--- src/rtl/multicycle_controller_if.sv ---
// rtl/multicycle_controller_if.sv - unified memory handshake between controller and memory
interface multicycle_controller_if;
    logic mem_req;
    logic mem_we;
    logic addr_sel;
    logic mem_ready;

    modport master (
        output mem_req,
        output mem_we,
        output addr_sel,
        input  mem_ready
    );

    modport slave (
        input  mem_req,
        input  mem_we,
        input  addr_sel,
        output mem_ready
    );
endinterface

--- src/rtl/multicycle_controller.sv ---
// rtl/multicycle_controller.sv - Moore FSM sequencing a multicycle RISC-V style datapath
module multicycle_controller #(
    parameter int unsigned MEM_WAIT_MAX = 15
) (
    input  logic                      clk,
    input  logic                      reset,
    input  logic [6:0]                opcode,
    input  logic [2:0]                funct3,
    input  logic                      zero,
    multicycle_controller_if.master   mem,
    output logic                      ir_write,
    output logic                      pc_write,
    output logic [1:0]                alu_src_a,
    output logic [1:0]                alu_src_b,
    output logic [1:0]                alu_op,
    output logic                      reg_write,
    output logic [1:0]                result_src,
    output logic                      fault,
    output logic [3:0]                state
);

    typedef enum logic [3:0] {
        S_FETCH    = 4'd0,
        S_DECODE   = 4'd1,
        S_MEM_ADDR = 4'd2,
        S_MEM_RD   = 4'd3,
        S_MEM_WB   = 4'd4,
        S_MEM_WR   = 4'd5,
        S_EXEC_R   = 4'd6,
        S_EXEC_I   = 4'd7,
        S_ALU_WB   = 4'd8,
        S_BRANCH   = 4'd9,
        S_JAL      = 4'd10,
        S_FAULT    = 4'd15
    } state_t;

    localparam logic [6:0] OP_LOAD   = 7'b0000011;
    localparam logic [6:0] OP_STORE  = 7'b0100011;
    localparam logic [6:0] OP_RTYPE  = 7'b0110011;
    localparam logic [6:0] OP_ITYPE  = 7'b0010011;
    localparam logic [6:0] OP_BRANCH = 7'b1100011;
    localparam logic [6:0] OP_JAL    = 7'b1101111;
    localparam logic [7:0] WAIT_MAX  = 8'(MEM_WAIT_MAX);

    state_t     cur_state;
    state_t     nxt_state;
    logic [7:0] wait_cnt;
    logic       wait_state;
    logic       wait_expired;
    logic       branch_taken;

    assign wait_state   = (cur_state == S_FETCH) || (cur_state == S_MEM_RD) || (cur_state == S_MEM_WR);
    assign wait_expired = wait_state && !mem.mem_ready && (wait_cnt == WAIT_MAX);
    assign branch_taken = ((funct3 == 3'b000) && zero) || ((funct3 == 3'b001) && !zero);
    assign state        = cur_state;

    // The wait counter only ever counts while parked in one memory state,
    // so any state change resets it for the next access.
    always_ff @(posedge clk or posedge reset) begin
        if (reset) begin
            cur_state <= S_FETCH;
            wait_cnt  <= 8'd0;
        end else begin
            cur_state <= nxt_state;
            if (nxt_state != cur_state) begin
                wait_cnt <= 8'd0;
            end else if (wait_state && !mem.mem_ready) begin
                wait_cnt <= wait_cnt + 8'd1;
            end
        end
    end

    always_comb begin
        nxt_state = cur_state;
        case (cur_state)
            S_FETCH: begin
                if (mem.mem_ready)      nxt_state = S_DECODE;
                else if (wait_expired)  nxt_state = S_FAULT;
            end
            S_DECODE: begin
                case (opcode)
                    OP_LOAD, OP_STORE: nxt_state = S_MEM_ADDR;
                    OP_RTYPE:          nxt_state = S_EXEC_R;
                    OP_ITYPE:          nxt_state = S_EXEC_I;
                    OP_BRANCH:         nxt_state = S_BRANCH;
                    OP_JAL:            nxt_state = S_JAL;
                    default:           nxt_state = S_FAULT;
                endcase
            end
            S_MEM_ADDR: begin
                if (opcode == OP_LOAD)       nxt_state = S_MEM_RD;
                else if (opcode == OP_STORE) nxt_state = S_MEM_WR;
                else                         nxt_state = S_FAULT;
            end
            S_MEM_RD: begin
                if (mem.mem_ready)      nxt_state = S_MEM_WB;
                else if (wait_expired)  nxt_state = S_FAULT;
            end
            S_MEM_WR: begin
                if (mem.mem_ready)      nxt_state = S_FETCH;
                else if (wait_expired)  nxt_state = S_FAULT;
            end
            S_MEM_WB, S_ALU_WB, S_BRANCH, S_JAL: nxt_state = S_FETCH;
            S_EXEC_R, S_EXEC_I:                 nxt_state = S_ALU_WB;
            S_FAULT:                            nxt_state = S_FAULT;
            default:                            nxt_state = S_FAULT;
        endcase
    end

    always_comb begin
        mem.mem_req  = 1'b0;
        mem.mem_we   = 1'b0;
        mem.addr_sel = 1'b0;
        ir_write     = 1'b0;
        pc_write     = 1'b0;
        alu_src_a    = 2'b00;
        alu_src_b    = 2'b00;
        alu_op       = 2'b00;
        reg_write    = 1'b0;
        result_src   = 2'b00;
        fault        = 1'b0;
        case (cur_state)
            S_FETCH: begin
                mem.mem_req = 1'b1;
                // Gated so a ready seen while reset is held cannot load IR/PC.
                ir_write    = mem.mem_ready && !reset;
                pc_write    = mem.mem_ready && !reset;
                alu_src_b   = 2'b01;
            end
            S_DECODE: begin
                alu_src_a = 2'b10;
                alu_src_b = 2'b10;
            end
            S_MEM_ADDR: begin
                alu_src_a = 2'b01;
                alu_src_b = 2'b10;
            end
            S_MEM_RD: begin
                mem.mem_req  = 1'b1;
                mem.addr_sel = 1'b1;
            end
            S_MEM_WB: begin
                reg_write  = 1'b1;
                result_src = 2'b01;
            end
            S_MEM_WR: begin
                mem.mem_req  = 1'b1;
                mem.mem_we   = 1'b1;
                mem.addr_sel = 1'b1;
            end
            S_EXEC_R: begin
                alu_src_a = 2'b01;
                alu_op    = 2'b10;
            end
            S_EXEC_I: begin
                alu_src_a = 2'b01;
                alu_src_b = 2'b10;
                alu_op    = 2'b10;
            end
            S_ALU_WB: begin
                reg_write = 1'b1;
            end
            S_BRANCH: begin
                alu_src_a = 2'b01;
                alu_op    = 2'b01;
                pc_write  = branch_taken;
            end
            S_JAL: begin
                pc_write   = 1'b1;
                reg_write  = 1'b1;
                result_src = 2'b10;
            end
            S_FAULT: begin
                fault = 1'b1;
            end
            default: begin
                fault = 1'b1;
            end
        endcase
    end

endmodule

--- src/flat_wrapper.sv ---
// flat-port wrapper written by rule: the top's interface ports become plain ports
module multicycle_controller_flat 
#(
    parameter int unsigned MEM_WAIT_MAX = 15
)
  (clk, reset, opcode, funct3, zero, ir_write, pc_write, alu_src_a, alu_src_b, alu_op, reg_write, result_src, fault, state, mem_mem_req, mem_mem_we, mem_addr_sel, mem_mem_ready);
  multicycle_controller_if mem_i ();
  input  logic clk;
  input  logic reset;
  input  logic [6:0] opcode;
  input  logic [2:0] funct3;
  input  logic zero;
  output logic ir_write;
  output logic pc_write;
  output logic [1:0] alu_src_a;
  output logic [1:0] alu_src_b;
  output logic [1:0] alu_op;
  output logic reg_write;
  output logic [1:0] result_src;
  output logic fault;
  output logic [3:0] state;
  output wire logic [$bits(mem_i.mem_req)-1:0] mem_mem_req;
  output wire logic [$bits(mem_i.mem_we)-1:0] mem_mem_we;
  output wire logic [$bits(mem_i.addr_sel)-1:0] mem_addr_sel;
  input wire logic [$bits(mem_i.mem_ready)-1:0] mem_mem_ready;
  assign mem_mem_req = mem_i.mem_req;
  assign mem_mem_we = mem_i.mem_we;
  assign mem_addr_sel = mem_i.addr_sel;
  assign mem_i.mem_ready = mem_mem_ready;
  multicycle_controller #(.MEM_WAIT_MAX(MEM_WAIT_MAX)) u_core (.clk(clk), .reset(reset), .opcode(opcode), .funct3(funct3), .zero(zero), .mem(mem_i), .ir_write(ir_write), .pc_write(pc_write), .alu_src_a(alu_src_a), .alu_src_b(alu_src_b), .alu_op(alu_op), .reg_write(reg_write), .result_src(result_src), .fault(fault), .state(state));
endmodule
--- config.mk ---
export PLATFORM = sky130hd
export DESIGN_NAME = multicycle_controller_flat
export DESIGN_NICKNAME = d
export VERILOG_FILES = /design/src/rtl/multicycle_controller_if.sv /design/src/rtl/multicycle_controller.sv /design/src/flat_wrapper.sv
export SDC_FILE = /design/constraint.sdc
export NUM_CORES = 1
export LEC_CHECK = 0
export CORE_MARGIN = 3
export CORE_UTILIZATION = 30
export DETAILED_ROUTE_END_ITERATION = 10
export HOLD_SLACK_MARGIN = 0.02
export SETUP_SLACK_MARGIN = 0.4
export SYNTH_ARGS = -nofsm -noshare
export SYNTH_HDL_FRONTEND = slang
export SYNTH_SLANG_ARGS = --single-unit
export TNS_END_PERCENT = 5
--- constraint.sdc ---
create_clock -name clk -period 1.7 [get_ports clk]
set_input_delay 0.255 -clock clk [delete_from_list [all_inputs] [get_ports clk]]
set_output_delay 0.255 -clock clk [all_outputs]
set_load 0.005 [all_outputs]
Yosys cells after proc, flatten, opt, wreduce, memory -nomap -nowiden
Cells that the tools add are included.

Word-level logic and storage cells: 66. Input bits: 14. Flip-flop bits (word level): 12. Output and inout bits: 19.

Mux-type cells: 21. $add $sub $neg: 1. Reduce and logical (&&, ||, !) cells: 23. Equality and inequality tests: 19.

Operator list (number): $pmux W4 S7 (1); $mux W4 (6); $pmux W4 S5 (1); $eq A4 B3 Y1 const B (4); $mux W8 (2); $pmux W2 S2 (4); $eq A7 B6 Y1 const B (2); $eq A7 B7 Y1 const B (2); $eq A4 B4 Y1 const B (3); $reduce_or A11 Y1 (1); $reduce_or A3 Y1 (3); $add A8 B1 Y8 const B (1); $eq A4 B2 Y1 const B (2); $eq A8 B4 Y1 const B (1); $reduce_or A4 Y1 (2); $eq A7 B2 Y1 const B (1); $eq A7 B5 Y1 const B (1); $mux W1 (6); $reduce_or A2 Y1 (3); $logic_and A1 B1 Y1 (5); $eq A4 B1 Y1 const B (1); $logic_not A4 Y1 (1); $ne A4 B4 Y1 (1); $eq A3 B1 Y1 const B (1); other kinds (5) (9).

Longest topological paths before layout
Word-level depth: 10. Depth in mapped cells: 8. Mapped depth without buffers: 7.

Worst setup path after synthesis
OpenSTA, ideal clock, no wires.

Path type: register to register. Start point: register u_core.cur_state[2], in the netlist u_core.state[2]. End point: register u_core.wait_cnt[0]. Buffers on the path: 1. Cell stages (with the launch flop): 8. Setup time: 0.086 ns. Arrival time: 1.837 ns. Required time: 1.614 ns. Path slack: -0.224 ns. Period minus slack after synthesis: 1.924 ns. Cells stage by stage: dfrtp_1 -> buf_6 -> nor4b_4 -> o31ai_1 -> a41o_2 -> a31oi_1 -> o211ai_4 -> nor3_1.

Longest elaborated chain between the ends: 10. Elaborated cells on any way between the ends: 25. Classes of those cells: 11 x eq/ne; 6 x mux; 8 x reduce/logical.

RTL lines: from (decl) (RTL line multicycle_controller.sv:45) `state_t cur_state;`; from (signal assigned) (RTL line multicycle_controller.sv:64) `cur_state <= nxt_state;`; $eq A4 B2 Y1 / $logic_not A4 Y1 (equally long branches) (RTL line multicycle_controller.sv:52, multicycle_controller.sv:75); $logic_or A1 B1 Y1 (2 in series) (RTL line multicycle_controller.sv:52) `assign wait_state = (cur_state == S_FETCH) || (cur_state == S_MEM_RD) || (cur_state == S_MEM_WR);`; $logic_and A1 B1 Y1 (RTL line multicycle_controller.sv:53, multicycle_controller.sv:67); $logic_and A1 B1 Y1 (RTL line multicycle_controller.sv:53) `assign wait_expired = wait_state && !mem.mem_ready && (wait_cnt == WAIT_MAX);`; $mux W4 (RTL line multicycle_controller.sv:78, multicycle_controller.sv:97, multicycle_controller.sv:101); $mux W4 (on tied branches) (RTL line multicycle_controller.sv:100, multicycle_controller.sv:96, multicycle_controller.sv:77); $pmux W4 S7 (RTL line multicycle_controller.sv:75) `case (cur_state)`; $ne A4 B4 Y1 (RTL line multicycle_controller.sv:65) `if (nxt_state != cur_state) begin`; $mux W8 / $reduce_bool A2 Y1 (equally long branches); to (signal assigned) (RTL line multicycle_controller.sv:68) `wait_cnt <= wait_cnt + 8'd1;`; to (decl) (RTL line multicycle_controller.sv:47) `logic [7:0] wait_cnt;`.

Several ways; a longest one is shown, not always the timed one. A chain may end at the register's enable or synchronous reset.

Worst setup path in the final report
Start point: register u_core.cur_state[2], in the netlist u_core.state[2]. End point: register u_core.wait_cnt[3].

The elaborated chain is that of the path after synthesis.

==> flow_summary.html <==
<table>
<tr><th>Metric</th><th>Value</th></tr>
<tr><th colspan="2">Run status</th></tr>
<tr><td>Status</td><td>finished with violations</td></tr>
<tr><td>Failing checks</td><td>setup timing</td></tr>
<tr><th colspan="2">Global route</th></tr>
<tr><td>Residual overflow from global routing</td><td>0</td></tr>
<tr><td>Vias in the first global route</td><td>approximately 1400</td></tr>
<tr><td>Pin count of the biggest net entering global routing</td><td>13</td></tr>
<tr><td>Wire length of the first global-routing pass</td><td>6713 um</td></tr>
<tr><td>All-layer global routing usage</td><td>19.19%</td></tr>
<tr><td>Antenna violations before repair</td><td>0</td></tr>
<tr><th colspan="2">Pwr</th></tr>
<tr><td>Sw Ratio</td><td>21.94%</td></tr>
<tr><td>Combinational fraction of design power</td><td>14.0%</td></tr>
<tr><td>Leakage power total</td><td>1.052 nW</td></tr>
<tr><td>Int Pwr</td><td>0.4952 mW</td></tr>
<tr><td>Switching component of the power</td><td>about 0.14 mW</td></tr>
<tr><td>Ratio of total power to cell area</td><td>274.4 nW/um^2</td></tr>
<tr><td>Peak ir drop on the vdd network</td><td>0.2285 mV</td></tr>
<tr><td>Proportion of power drawn by the clock network</td><td>40.3%</td></tr>
<tr><td>Fraction of power consumed by sequential logic</td><td>45.7%</td></tr>
<tr><th colspan="2">Clocking</th></tr>
<tr><td>Hold-fix buffer count after cts</td><td>0</td></tr>
<tr><td>Buffer cell driving the clock tree root</td><td>clkbuf_8</td></tr>
<tr><td>Clock-pin slew reported for the worst setup and hold paths after clock tree synthesis</td><td>50 ps</td></tr>
<tr><td>TritonCTS buffer count</td><td>3</td></tr>
<tr><td>CTS H-tree depth</td><td>1</td></tr>
<tr><td>Later-pin clock latency in the skew report</td><td>240 ps</td></tr>
<tr><td>Total clock sinks</td><td>12</td></tr>
<tr><td>CTS tree</td><td>yes</td></tr>
<tr><td>Bufs on Longest Clock Path</td><td>2</td></tr>
<tr><th colspan="2">Final layout</th></tr>
<tr><td>Number of nets in the layout</td><td>about 230</td></tr>
<tr><td>Area added between synthesis and finish</td><td>103.3%</td></tr>
<tr><td>Filler instances</td><td>276</td></tr>
<tr><td>Final Instance Area</td><td>~2300 sq um</td></tr>
<tr><td>Fraction of layout cells with a size suffix above 1</td><td>between 50% and 60%</td></tr>
<tr><td>Non-Filler Instances</td><td>263</td></tr>
<tr><td>Diodes inserted</td><td>0</td></tr>
<tr><th colspan="2">Routing</th></tr>
<tr><td>Aggregate routed wire length</td><td>about 4200 um</td></tr>
<tr><td>Total vias in the final route</td><td>1378</td></tr>
<tr><td>Post-DR vias/cell</td><td>5.240</td></tr>
<tr><td>Residual DRC</td><td>0</td></tr>
<tr><td>Pre-Repair DR Iteration Count</td><td>4</td></tr>
<tr><td>Routed wirelength normalized by instance count</td><td>15.85 um</td></tr>
<tr><td>Remaining antenna violation count</td><td>0</td></tr>
<tr><td>Initial DRC Count</td><td>46</td></tr>
<tr><th colspan="2">Timing</th></tr>
<tr><td>Final hold violation count</td><td>0</td></tr>
<tr><td>Max Clk Rate</td><td>0.4851 GHz</td></tr>
<tr><td>Worst clock skew</td><td>5.667 ps</td></tr>
<tr><td>Unrepaired setup endpoints after global routing</td><td>yes</td></tr>
<tr><td>Measured slew at the worst slew-check pin</td><td>392.7 ps</td></tr>
<tr><td>Clock period minus final worst setup slack</td><td>2062 ps</td></tr>
<tr><td>Post-route fraction of the period consumed by the critical path</td><td>121.3%</td></tr>
<tr><td>Endpoints failing setup</td><td>17</td></tr>
<tr><td>Relative slew slack</td><td>approximately three quarters</td></tr>
<tr><td>Minimum setup slack in the final design</td><td>-361.5 ps</td></tr>
<tr><td>Final Max Tran Viols</td><td>0</td></tr>
<tr><th colspan="2">Logic synthesis</th></tr>
<tr><td>Main area contributors after synthesis</td><td>dfrtp_1, xnor2_1, nor3_1, nor2_1, nand2b_1</td></tr>
<tr><td>Post-synth top area cell</td><td>dfrtp_1</td></tr>
<tr><td>Number of enable flip-flop cells after synthesis</td><td>0</td></tr>
<tr><td>Proportion of synthesized flip-flops having asynchronous set or reset</td><td>100.0%</td></tr>
<tr><td>Post-Syn Instances</td><td>131</td></tr>
<tr><td>Number of nets in the synthesized netlist</td><td>146</td></tr>
<tr><td>Flip-flop and latch count after synthesis</td><td>12</td></tr>
<tr><td>Synthesized area divided by synthesized cell count</td><td>8.682 sq um</td></tr>
<tr><td>Most used DFF post-synth</td><td>dfrtp_1</td></tr>
<tr><td>Synth unique cells</td><td>51</td></tr>
<tr><td>Sequential share of the synthesized area</td><td>a little over a quarter</td></tr>
<tr><td>Most frequently used cell type in the post-synthesis netlist</td><td>nor3_1</td></tr>
<tr><td>Fraction of post-synthesis cell area in the top cell type by area</td><td>between 20% and 30%</td></tr>
<tr><td>List of most frequent post-synthesis cells</td><td>nor3_1, dfrtp_1, nor2_1</td></tr>
<tr><td>Yosys Warn Count</td><td>0</td></tr>
<tr><td>Mapped cell area</td><td>1137 sq um</td></tr>
<tr><th colspan="2">Setup path</th></tr>
<tr><td>Critical path endpoint category</td><td>register</td></tr>
<tr><td>Startpoint-to-endpoint class of the critical path</td><td>register to register</td></tr>
<tr><td>Critical path arrival</td><td>approximately 2200 ps</td></tr>
<tr><td>Sort of element at the start of the critical path</td><td>register</td></tr>
<tr><td>Critical-path maximum fanout</td><td>8</td></tr>
<tr><td>Required arrival time at the worst endpoint</td><td>1810 ps</td></tr>
<tr><th colspan="2">Floorplanning</th></tr>
<tr><td>Core outline area</td><td>3495 sq um</td></tr>
<tr><td>Starting utilization of the core area</td><td>32.55%</td></tr>
<tr><td>Site row count</td><td>21</td></tr>
<tr><td>Die area</td><td>4566 sq um</td></tr>
<tr><td>Height of the chip</td><td>67.57 um</td></tr>
<tr><td>Die Width</td><td>67.57 um</td></tr>
<tr><td>Top Ports</td><td>33</td></tr>
<tr><th colspan="2">Place</th></tr>
<tr><td>Instance area at placement</td><td>about 1800 sq um</td></tr>
<tr><td>Count of input and output buffers</td><td>32</td></tr>
<tr><td>DP HPWL</td><td>2786 um</td></tr>
<tr><td>Gpl congestion</td><td>around 0.85</td></tr>
<tr><td>Inst Count DP</td><td>246</td></tr>
<tr><th colspan="2">Run</th></tr>
<tr><td>Max_cap viols</td><td>0</td></tr>
<tr><th colspan="2">Worst hold path</th></tr>
<tr><td>Class of the most critical hold timing path</td><td>primary input to async pin</td></tr>
</table>
[power by group through the flow]
stage                     combinational, mW  clock (mW)  sequential [mW]
after floorplan                      0.0259           0            0.295
after global placement               0.0806           0            0.294
after detailed placement             0.0835           0            0.294
after CTS                            0.0872       0.262            0.290
after global routing                 0.0948       0.281            0.290
final                                0.0888       0.256            0.290
[routing by layer]
metal | vias up | wire length, um | GRT usage, %
met5 | - | 0 | 0
met4 | 0 | 106 | 6.329
met3 | 10 | 136 | 3.161
met2 | 38 | 2200 | 35.60
met1 | 667 | 1723 | 21.95
li1 | 663 | - | -
[critical path: stages, from the launching register on]
cell and delay (ps):
dfrtp_2 440, buf_12 150, buf_6 110, nor4b_4 290, o31ai_2 130, a41o_2 290
and4_4 160, o211ai_4 170, buf_12 170, nor3_4 40
[path summary, 6_finish.rpt]
| kind | startpoint | end | slack (ps) | cells after the start |
|---|---|---|---|---|
| max in group asynchronous | reset | u_core.state[0]$_DFF_PP0_ | 1200 | 3 |
| worst min register to register | u_core.wait_cnt[7]$_DFFE_PP0P_ | u_core.wait_cnt[7]$_DFFE_PP0P_ | 630 | 2 |
| min in group clk | u_core.wait_cnt[7]$_DFFE_PP0P_ | u_core.wait_cnt[7]$_DFFE_PP0P_ | 630 | 2 |
| worst max register to register | u_core.state[2]$_DFF_PP0_ | u_core.wait_cnt[3]$_DFFE_PP0P_ | -360 | 9 |
| worst min-delay path | reset | u_core.state[1]$_DFF_PP0_ | 330 | 3 |
| worst max-delay path | u_core.state[2]$_DFF_PP0_ | u_core.wait_cnt[3]$_DFFE_PP0P_ | -360 | 9 |
[stage by stage]
step / hold slack, ps / total power, mW / util [%] / worst slack (ps) / TNS, ps
2_1_floorplan: 124.9 / 0.3206 / - / -191.7 / -1605
3_3_place_gp: 549.2 / 0.3747 / 52.70 / -627.2 / -8095
3_5_place_dp: 576.0 / 0.3778 / 52.70 / -673.6 / -9066
4_1_cts: 329.9 / 0.6385 / 61.98 / -416.0 / -4993
5_1_grt: 345.8 / 0.6651 / 66.17 / -441.3 / -5136
6_report: 328.6 / 0.6344 / 66.17 / -361.5 / -3734
[layout make-up]
type	instances	area, sq um	share of cell area, %
clock buffers	3	41.29	1.786
inverters	4	20.02	0.8658
multi-input cells	106	1044	45.13
flip-flops and latches	12	304.0	13.15
well taps	46	57.56	2.489
repair buffers	92	845.8	36.58
[state kept, by name, indices dropped and copies added, names as in the netlist]
name,flops
u_core.wait_cnt,8
u_core.state,4
[what timing repair did]
action | 4_1_cts | 5_1_grt
resized for setup | 87 | 33
setup endpoints to repair | 31 | 29
gates cloned | 1 | 0
buffers inserted | 9 | 4
pin swaps | 16 | 10
[placed cells by master, fill, tap and decap left out, types with 2 or more instances in the layout]
cell type / n
a22oi_1: 3
clkdlybuf4s50_1: 9
clkdlybuf4s15_2: 3
clkbuf_8: 3
buf_2: 6
nand3_1: 5
dfrtp_1: 9
nor3_1: 3
inv_1: 3
o41ai_4: 2
dfrtp_2: 3
nor2b_1: 2
buf_12: 4
nand2b_1: 2
dlymetal6s2s_1: 5
nor3_4: 3
nor2_4: 2
nand2_1: 3
buf_4: 51
and3_4: 2
buf_6: 8
nor3_2: 8
xnor2_1: 8
clkbuf_2: 2
o21ai_0: 3
nor4b_2: 2
nor2_1: 7
and3_1: 3
a21oi_1: 4
nor2_2: 3
nand2_4: 3
o21a_1: 2
nand2b_4: 3
[cells by family (layout without fill, tap and decap cells)]
family | count (synthesis) | in the layout | share of synthesized area [%]
muxes | 2 | 2 | 1.870
and+or+nand+nor | 63 | 63 | 34.10
adders and majority gates | 1 | 1 | 1.100
DFF | 12 | 12 | 26.40
AOI/OAI and AO/OA | 29 | 29 | 22.11
xor gates and xnor gates | 11 | 11 | 8.471
buffers and inverters | 13 | 99 | 5.939
(Power assumes the default switching activity.)
